### src/rtl/top_k_pkg.sv
// Shared constants, state encoding and keep decoding for the top-k feeder and its neighbours.
package top_k_pkg;

   localparam int INTEGER_SIZE  = 32;
   localparam int IN_WIDTH      = 512;
   localparam int LANES         = IN_WIDTH / INTEGER_SIZE;
   localparam int KEEP_WIDTH    = IN_WIDTH / 8;
   localparam int LANE_KEEP     = INTEGER_SIZE / 8;
   localparam int MSG_CNT_WIDTH = 32;

   typedef enum logic {
      HDR  = 1'b0,
      DATA = 1'b1
   } feeder_state_t;

   typedef enum logic [1:0] {
      KEEP_EMPTY = 2'd0,
      KEEP_FULL  = 2'd1,
      KEEP_BAD   = 2'd2
   } keep_kind_t;

   // A lane carries a word only when all its byte enables are set; a fully
   // cleared lane is padding; anything in between is a malformed lane.
   function automatic keep_kind_t decode_keep(input logic [LANE_KEEP-1:0] nibble);
      keep_kind_t kind;
      if (nibble == '1) begin
         kind = KEEP_FULL;
      end else if (nibble == '0) begin
         kind = KEEP_EMPTY;
      end else begin
         kind = KEEP_BAD;
      end
      return kind;
   endfunction

endpackage

### src/rtl/top_k_lane_buffer.sv
// Holds one rx beat and hands its 32-bit lanes out one at a time, lowest lane first.
module top_k_lane_buffer
   import top_k_pkg::*;
(
   input  logic                    clk,
   input  logic                    rst_n,
   input  logic [IN_WIDTH-1:0]     s_axis_tdata,
   input  logic [KEEP_WIDTH-1:0]   s_axis_tkeep,
   input  logic                    s_axis_tvalid,
   output logic                    s_axis_tready,
   output logic [INTEGER_SIZE-1:0] lane_data,
   output logic                    lane_valid,
   output logic                    lane_err,
   input  logic                    lane_take
);

   logic [IN_WIDTH-1:0] beat_data;
   logic [LANES-1:0]    pending;
   logic [LANES-1:0]    full;
   logic [LANES-1:0]    in_pending;
   logic [LANES-1:0]    in_full;
   logic [LANES-1:0]    cur_onehot;
   logic [LANES-1:0]    rest;
   logic                advance;
   logic                load;

   // Classify every lane of the incoming beat: padding lanes never enter the pending mask.
   always_comb begin
      in_pending = '0;
      in_full    = '0;
      for (int i = 0; i < LANES; i++) begin
         case (decode_keep(s_axis_tkeep[i*LANE_KEEP +: LANE_KEEP]))
            KEEP_FULL: begin
               in_pending[i] = 1'b1;
               in_full[i]    = 1'b1;
            end
            KEEP_BAD: begin
               in_pending[i] = 1'b1;
            end
            default: begin
            end
         endcase
      end
   end

   // The lane pointer is the lowest still-pending lane, kept as a one-hot mask.
   assign cur_onehot = pending & (~pending + LANES'(1));
   assign rest       = pending & ~cur_onehot;

   // Select the word of the lane under the pointer.
   always_comb begin
      lane_data = '0;
      for (int i = 0; i < LANES; i++) begin
         if (cur_onehot[i]) begin
            lane_data = beat_data[i*INTEGER_SIZE +: INTEGER_SIZE];
         end
      end
   end

   assign lane_valid = |(cur_onehot & full);
   assign lane_err   = (pending != '0) && !lane_valid;

   // Malformed lanes are dropped here without waiting for the FSM.
   assign advance = lane_err || (lane_valid && lane_take);

   // Ready when empty or when the last pending lane leaves this cycle, so beats stream with no bubble.
   assign s_axis_tready = rst_n && ((pending == '0) || ((rest == '0) && advance));
   assign load          = s_axis_tvalid && s_axis_tready;

   // Capture a new beat or retire the lane just consumed.
   always_ff @(posedge clk) begin
      if (!rst_n) begin
         pending   <= '0;
         full      <= '0;
         beat_data <= '0;
      end else if (load) begin
         beat_data <= s_axis_tdata;
         pending   <= in_pending;
         full      <= in_full;
      end else if (advance) begin
         pending   <= rest;
      end
   end

endmodule

### src/rtl/top_k_stream_feeder.sv
// Parses length-prefixed datasets from the rx stream into the integer stream for top_k_block.
module top_k_stream_feeder
   import top_k_pkg::*;
(
   input  logic                     clk,
   input  logic                     rst_n,
   input  logic [IN_WIDTH-1:0]      s_axis_tdata,
   input  logic [KEEP_WIDTH-1:0]    s_axis_tkeep,
   input  logic                     s_axis_tvalid,
   input  logic                     s_axis_tlast,
   output logic                     s_axis_tready,
   output logic [INTEGER_SIZE-1:0]  m_axis_tdata,
   output logic                     m_axis_tvalid,
   output logic                     m_axis_tlast,
   output logic                     m_axis_clear,
   input  logic                     m_axis_tready,
   output logic                     frame_err,
   output logic [MSG_CNT_WIDTH-1:0] msg_count
);

   logic [INTEGER_SIZE-1:0] lane_data;
   logic                    lane_valid;
   logic                    lane_err;
   logic                    lane_take;
   logic                    out_free;
   feeder_state_t           state;
   logic [INTEGER_SIZE-1:0] remaining;
   logic                    first_flag;

   // Segment boundaries carry no framing meaning; datasets span segments freely.
   logic unused_tlast;
   assign unused_tlast = s_axis_tlast;

   assign out_free  = !m_axis_tvalid || m_axis_tready;
   assign lane_take = lane_valid && ((state == HDR) || out_free);

   top_k_lane_buffer u_lane_buffer (
      .clk           (clk),
      .rst_n         (rst_n),
      .s_axis_tdata  (s_axis_tdata),
      .s_axis_tkeep  (s_axis_tkeep),
      .s_axis_tvalid (s_axis_tvalid),
      .s_axis_tready (s_axis_tready),
      .lane_data     (lane_data),
      .lane_valid    (lane_valid),
      .lane_err      (lane_err),
      .lane_take     (lane_take)
   );

   // Header/data FSM with the registered output stage, error pulse and dataset counter.
   always_ff @(posedge clk) begin
      if (!rst_n) begin
         state         <= HDR;
         remaining     <= '0;
         first_flag    <= 1'b0;
         m_axis_tdata  <= '0;
         m_axis_tvalid <= 1'b0;
         m_axis_tlast  <= 1'b0;
         m_axis_clear  <= 1'b0;
         frame_err     <= 1'b0;
         msg_count     <= '0;
      end else begin
         frame_err <= lane_err || ((state == HDR) && lane_valid && (lane_data == '0));

         if (m_axis_tvalid && m_axis_tready && m_axis_tlast) begin
            msg_count <= msg_count + MSG_CNT_WIDTH'(1);
         end

         if (out_free && !((state == DATA) && lane_valid)) begin
            m_axis_tvalid <= 1'b0;
            m_axis_tlast  <= 1'b0;
            m_axis_clear  <= 1'b0;
         end

         case (state)
            HDR: begin
               if (lane_valid) begin
                  remaining <= lane_data;
                  if (lane_data != '0) begin
                     state      <= DATA;
                     first_flag <= 1'b1;
                  end
               end
            end
            DATA: begin
               if (lane_valid && out_free) begin
                  m_axis_tdata  <= lane_data;
                  m_axis_tvalid <= 1'b1;
                  m_axis_clear  <= first_flag;
                  m_axis_tlast  <= (remaining == INTEGER_SIZE'(1));
                  first_flag    <= 1'b0;
                  remaining     <= remaining - INTEGER_SIZE'(1);
                  if (remaining == INTEGER_SIZE'(1)) begin
                     state <= HDR;
                  end
               end
            end
            default: begin
               state <= HDR;
            end
         endcase
      end
   end

endmodule

### config.mk
export PLATFORM = sky130hd
export DESIGN_NAME = top_k_stream_feeder
export DESIGN_NICKNAME = d
export VERILOG_FILES = /design/src/rtl/top_k_pkg.sv /design/src/rtl/top_k_lane_buffer.sv /design/src/rtl/top_k_stream_feeder.sv
export SDC_FILE = /design/constraint.sdc
export NUM_CORES = 2
export LEC_CHECK = 0
export BUFFER_PORTS_ARGS = -buffer_cell sky130_fd_sc_hd__clkbuf_2
export CAP_MARGIN = 15
export CELL_PAD_IN_SITES_DETAIL_PLACEMENT = 1
export CELL_PAD_IN_SITES_GLOBAL_PLACEMENT = 2
export CORE_MARGIN = 3
export CORE_UTILIZATION = 34
export CTS_BUF_LIST = sky130_fd_sc_hd__clkbuf_8
export DETAILED_ROUTE_END_ITERATION = 10
export PLACE_DENSITY_LB_ADDON = 0.12
export SLEW_MARGIN = 0
export SYNTH_ARGS = -nofsm -noshare
export SYNTH_HDL_FRONTEND = slang
export SYNTH_SLANG_ARGS = --single-unit
### constraint.sdc
create_clock -name clk -period 5.9 [get_ports clk]
set_clock_uncertainty 0.15 [all_clocks]
set_input_delay 0.59 -clock clk [delete_from_list [all_inputs] [get_ports clk]]
set_output_delay 0.59 -clock clk [all_outputs]
set_load 0.1 [all_outputs]
Word level (Yosys, flattened, before mapping)
Index checks and enable logic that the tools add are counted.

cells by class
  eq/ne operators = 52
  bitwise operators = 6
  muxes and demuxes = 103
  add/subtract/negate cells = 3
  reduce and logical (&&, ||, !) cells = 63

operator list
  operator               number
  $mux 32                18
  $eq 4x4->1 const B     16
  $logic_not 4->1        16
  $mux 2                 32
  $pmux 32 s2            1
  $and 16x16->16         3
  $mux 1                 48
  $add 32x1->32 const B  1
  $eq 2x1->1 const B     16
  $eq 2x2->1 const B     16
  $eq 32x1->1 const B    1
  $logic_not 16->1       2
  $logic_not 32->1       1
  $mux 16                2
  $not 16->16            2
  $reduce_bool 32->1     1
  $reduce_or 2->1        16
  $sub 32x1->32 const B  1
  $add 16x1->16 const B  1
  $reduce_bool 16->1     1
  $reduce_or 16->1       1
  $logic_and 1x1->1      13
  $logic_or 1x1->1       5
  $ne 2x1->1 const B     2
  other kinds (7)        11

word-level totals
  bits of input ports = 581
  output and inout port bits = 69
  flip-flop bits (word level) = 646
  word-level logic and storage cells = 239

Depth between registers and ports, before layout
  depth in word-level cells = 23
  gate-level depth with buffers = 15
  depth with buffers taken out = 10

Cells and area by module
Synthesis repeated with hierarchy kept, for this count alone.

unflattened totals
  cells, all modules = 3,615
  area total of the unflattened synthesis = 30,453.0 um2

by module, submodules not included
  module               area an instance (um2)  seq. area each (um2)  cells an instance  instances
  top_k_lane_buffer    25,614.6                10,890.4              3,012              1
  top_k_stream_feeder  4,838.4                 2,042.0               603                1

Worst setup path before layout
Ideal clock, no wire load.

  kind = reg-to-reg
  start point = register u_lane_buffer.pending[1]
  end point = register u_lane_buffer.beat_data[321]
  buffers on the path = 4
  data required time = 5.692 ns
  stages on the path, launching flop included = 15
  period minus slack after synthesis = 4.423 ns
  data arrival time = 4.215 ns
  slack = 1.477 ns
  library setup time = 0.058 ns
  cell sequence = dfxtp_1 -> or4_1 -> buf_4 -> nor2_2 -> nand2_1 -> maj3_1 -> nor2_1 -> o221ai_1 -> a311oi_2 -> and2_1 -> buf_2 -> buf_2 -> buf_2 -> nand2_1 -> nand2_1

between the ends
  word-level cells in the longest chain between the ends = 12
  elaborated cells between the ends (all ways) = 19
  those cells by class = add/sub: 1; bitwise: 5; reduce/logical: 13

ends and longest elaborated chain
  element                                                      line                                                source
  start: declaration                                           top_k_lane_buffer.sv:18                             logic [LANES-1:0] pending;
  start signal: assignment                                     top_k_lane_buffer.sv:78                             pending <= in_pending;
  start signal: assignment                                     top_k_lane_buffer.sv:81                             pending <= rest;
  $not 16->16                                                  top_k_lane_buffer.sv:47                             assign cur_onehot = pending & (~pending + LANES'(1));
  $add 16x1->16                                                top_k_lane_buffer.sv:47
  $and 16x16->16                                               top_k_lane_buffer.sv:47
  $and 16x16->16                                               top_k_lane_buffer.sv:60                             assign lane_valid = |(cur_onehot & full);
  $reduce_or 16->1                                             top_k_lane_buffer.sv:60
  $logic_not 1->1 / $logic_and 1x1->1 (equally long branches)  top_k_lane_buffer.sv:61, top_k_stream_feeder.sv:35
  $logic_and 1x1->1, on equally long branches                  top_k_lane_buffer.sv:61, top_k_lane_buffer.sv:64
  $logic_or 1x1->1                                             top_k_lane_buffer.sv:64                             assign advance = lane_err || (lane_valid && lane_take);
  $logic_and 1x1->1                                            top_k_lane_buffer.sv:67                             assign s_axis_tready = rst_n && ((pending == '0) || ((rest == '0) && advance));
  $logic_or 1x1->1 (*)                                         top_k_lane_buffer.sv:67
  $logic_and 1x1->1 (*)                                        top_k_lane_buffer.sv:67
  named net s_axis_tready                                      top_k_stream_feeder.sv:11                           output logic s_axis_tready,
  $logic_and 1x1->1 (*)                                        top_k_lane_buffer.sv:68                             assign load = s_axis_tvalid && s_axis_tready;
  end signal: assignment                                       top_k_lane_buffer.sv:77                             beat_data <= s_axis_tdata;
  end: declaration                                             top_k_lane_buffer.sv:17                             logic [IN_WIDTH-1:0] beat_data;

The timed path passes the listed nets; every way through them passes the cells marked *.
A chain may end at the register's enable or synchronous reset.

Worst setup path in the final report
  start point = register u_lane_buffer.pending[0]
  end point = register first_flag

between the ends
  word-level cells in the longest chain between the ends = 22
  elaborated cells between the ends (all ways) = 27
  those cells by class = add/sub: 1; eq/ne: 3; mux: 16; bitwise: 3; reduce/logical: 4

ends and longest elaborated chain
  element                                line                       source
  $not 16->16                            top_k_lane_buffer.sv:47
  $add 16x1->16                          top_k_lane_buffer.sv:47
  $and 16x16->16 (*)                     top_k_lane_buffer.sv:47
  $mux 32 (16 in series)                 top_k_lane_buffer.sv:54    if (cur_onehot[i]) begin
  $reduce_bool 32->1                     top_k_stream_feeder.sv:79  if (lane_data != '0) begin
  $ne 2x1->1 (no source line)            n/a
  $reduce_and 3->1 (no source line) (*)  n/a
  end signal: assignment                 top_k_stream_feeder.sv:55  first_flag <= 1'b0;
  end signal: assignment                 top_k_stream_feeder.sv:81  first_flag <= 1'b1;
  end signal: assignment                 top_k_stream_feeder.sv:91  first_flag <= 1'b0;
  end: declaration                       top_k_stream_feeder.sv:28  logic first_flag;

Mark *: on every way between the ends. The rest lies on a longest branch, timed or not.

==> results.cfg <==
[logic_synthesis]
ys_dominant_reg_cell = dfxtp_1
postSynthNetCount = 4482
synthDistinctLibCells = 82
yosysTopAreaCell = dfxtp_1
synth-warning-count = 0
synthArstFlopShare = 0
yosys_register_bits = 646
synth_top_area_share = 0.449
synth-edff-count = 0
synth_seq_area_share = 0.449
yosys-top-cells-area = dfxtp_1 45%, nand2_1 16%, nand3_1 9.6%
synthesis.instances = 3898
postSynthAreaPerCell_um2 = 7.39
synthesized_cell_area_um2 = 28800

[route]
detail_route.iter0.violations = 2859
route.detailed.drc = 0
drt_antenna_net_count = 0
finalWirelength_mm = 156
routedWlPerCell_um = 25.2
drt_pass1_iterations = 5
routed_via_density = 5.46
routed-via-count = 33907

[clocking]
insertion_delay_to_the_later_sink_of_the_worst_skew_pair_ns = 0.73
clockRootBuffer = clkbuf_8
cts_setup_buffers = 0
count_of_h_tree_levels_built_during_cts = 3
tritoncts = done
cts-root-to-sink-buffers = 3
clkSinkCount = 646
cts-buffers-inserted = 116
cts.clk_slew.worst_paths_ns = 0.06
cts-resized-gates = 0

[global_route]
groute.usage.overall = 0.340
vias_in_the_first_global_route = 34417
grt_start_max_net_pins = 93
grt_antenna_before_repair = 28
grt_first_pass_wirelength_mm = 228
grt_remaining_overflow = 0

[timing]
slew-limit-headroom = 0.162
timing_hold_violations_final = 0
unrepaired_setup_endpoints_after_global_routing = no
slew_viol_final = 0
final.hold.worst_slack_ns = 0.0756
fin_crit_sh = 0.837
period_needed_ns = 4.94
max_freq_mhz = 203
fin_tns_setup_ns = 0
worstMarginPinSlew_ns = 1.24
finalSetupViolations = 0

[floorplan]
ioPinCount = 650
core_area_um2 = 83800
die_y_um = 297
die_footprint_um2 = 88200
die_width_um = 297
initial_utilization = 0.344
std_cell_rows = 106

[status]
status = finished, final reports clean

[placed_design]
buffer_ports.inserted = 648
gp_routability_congestion = 0.916
hpwl_detailed_mm = 110

[critical_path]
cp_data_arrival_time_ns = 5.34
slowest_delay_ns = 0.58
critical_path_class = reg2reg
crit_fanout = 19
cp_data_required_time_ns = 6.30
path_cells = buf_4 -> or3_1 -> buf_4 -> a21oi_1 -> a221o_1 -> o22ai_1 -> o2111ai_1 -> a22oi_1 -> buf_4 -> nor4b_1 -> nand4_1 -> nor4b_4 -> o21ai_0
critPathBufInv = 3
cp_common_cell = buf_4
timing.critical_path.to_type = flop
crit_path_top_delay_cell = or3_1
timing.critical_path.max_delay_family = compound AO/OA/AOI/OAI gates
timing.critical_path.from_type = flop

[power]
power_switching_mw = 12.4
power.sequential.fraction = 0.292
total_leakage_power_nw = 18.6
cellInternalPower_mw = 12.2
irDropWorstVdd_mv = 0.386
power.share.clock = 0.169
p_comb_frac = 0.538
cell_area_power_density_nw_per_um2 = 606
swShare = 0.505

[layout]
fillers = 10464
area.growth.synth_to_final_pct = 41.2
post_route_cells_drive_above_1_share = 0.193
most-common-layout-cells = 1240 x nand2_1, 646 x clkbuf_2, 639 x dfxtp_1, 550 x nand3_1, 516 x dlygate4sd3_1
post_layout_net_count = 5560
mostFrequentLayoutCell = nand2_1

[job]
max-cap-violations = 0

[hold_path]
holdCritPathClass = in2reg
## logic make-up (layout without fill, tap and decap cells)
family	count (synthesis)	after routing	synth area share
multiplexers	11	11	0.00387
AND/OR/NAND/NOR	2170	2170	0.329
adder cells (fa/ha/maj)	6	6	0.00235
other	0	24	0
flip-flops	646	646	0.449
buffers and inverters	355	1513	0.0524
XOR/XNOR	27	27	0.00821
AO/OA/AOI/OAI	683	683	0.156
## Yosys cell counts, types with 5 or more instances
library cell  instances
buf_2               127
or2_2                 9
nand2b_1             13
or4_1                10
o221a_2               8
and3_1                9
o41ai_1              17
a22oi_1              60
xor2_1               23
and4_1                6
a221o_1               8
a31oi_1               9
nor2b_1              29
a2111oi_0             8
o211ai_1             12
mux2i_1              10
buf_1                43
nor2_1              160
o21ai_0             142
a221oi_1             40
nor4_1               10
a22o_1               11
o221ai_1             14
o2111ai_1             5
a21oi_1             183
nor3_1               49
a211oi_1             31
nand3_1             550
nand4_1              30
and2_1               11
clkbuf_1            149
o211a_1               5
o32ai_1               6
nand3b_1              5
o22ai_1              45
inv_1                31
or3_1                17
a21boi_0             24
nand2_1            1240
dfxtp_1             646
o31ai_1              23
## layer usage
layer | global-route usage | vias up | part of all wire
met5 | 0 | - | 0.00032
met4 | 0.150 | 8 | 0.045
met3 | 0.0614 | 328 | 0.070
met2 | 0.565 | 1376 | 0.47
met1 | 0.431 | 16594 | 0.41
li1 | - | 15601 | -
## final timing paths
kind | slack (ns) | cells after the start | end | startpoint
hold reg to reg | 0.30 | 2 | u_lane_buffer.beat_data[158]$_SDFFE_PN0P_ | u_lane_buffer.beat_data[158]$_SDFFE_PN0P_
setup reg to reg | 0.96 | 13 | first_flag$_SDFFE_PN0P_ | u_lane_buffer.pending[0]$_SDFFE_PN0P_
setup / recovery | 0.96 | 13 | first_flag$_SDFFE_PN0P_ | u_lane_buffer.pending[0]$_SDFFE_PN0P_
hold / removal | 0.08 | 3 | u_lane_buffer.beat_data[491]$_SDFFE_PN0P_ | s_axis_tdata[491]
## state kept, by name, summed over array words and instances, names as in the netlist, 16 cells and up
name / cells
m_axis_tdata: 32
msg_count: 32
remaining: 32
u_lane_buffer.beat_data: 512
u_lane_buffer.full: 16
u_lane_buffer.pending: 16
## final cells by class
cell class                      instances  area [um2]  area share
Inverter                               33         124     0.00305
Clock buffer                          138        1900      0.0467
Multi-Input combinational cell       2897       14400       0.354
Tap cell                             1134        1420      0.0349
Clock inverter                         60         318     0.00782
Antenna cell                           24        60.1     0.00148
Timing Repair Buffer                 1282        9490       0.234
Sequential cell                       646       12900       0.318
## worst register-to-register path, cell delays in order (launching register included)
cell,delay [ns]
dfxtp_2,0.51
buf_4,0.35
or3_1,0.60
buf_4,0.28
a21oi_1,0.09
a221o_1,0.33
o22ai_1,0.37
o2111ai_1,0.49
a22oi_1,0.32
buf_4,0.19
nor4b_1,0.33
nand4_1,0.20
nor4b_4,0.43
o21ai_0,0.16
## timing repair
| item | CTS | global route |
|---|---|---|
| hold buffers | 516 | 0 |
| endpoints found under the hold margin | 513 | 0 |
| endpoints found under the setup margin | 0 | 0 |
## power by group through the flow
| stage | clock network, mW | registers (mW) | logic [mW] |
|---|---|---|---|
| after floorplan | 0 | 6.82 | 7.05 |
| after global placement | 0 | 7.18 | 12.6 |
| after detailed placement | 0 | 7.22 | 12.7 |
| after CTS | 4.25 | 7.14 | 13.0 |
| after global routing | 4.46 | 7.36 | 14.0 |
| final | 4.18 | 7.20 | 13.3 |
## through the flow
step	setup WS (ns)	util	area [um2]	cells	power [mW]
floorplan	1.48	-	28800	3898	13.9
global placement	1.14	0.396	33200	5476	19.8
detailed placement	1.05	0.396	33200	5476	19.9
CTS	1.06	0.484	40600	6190	24.4
global route	0.794	0.485	40600	6206	25.9
finish	0.964	0.485	40700	6214	24.7
No activity file was read; power rests on OpenSTA's default activity.
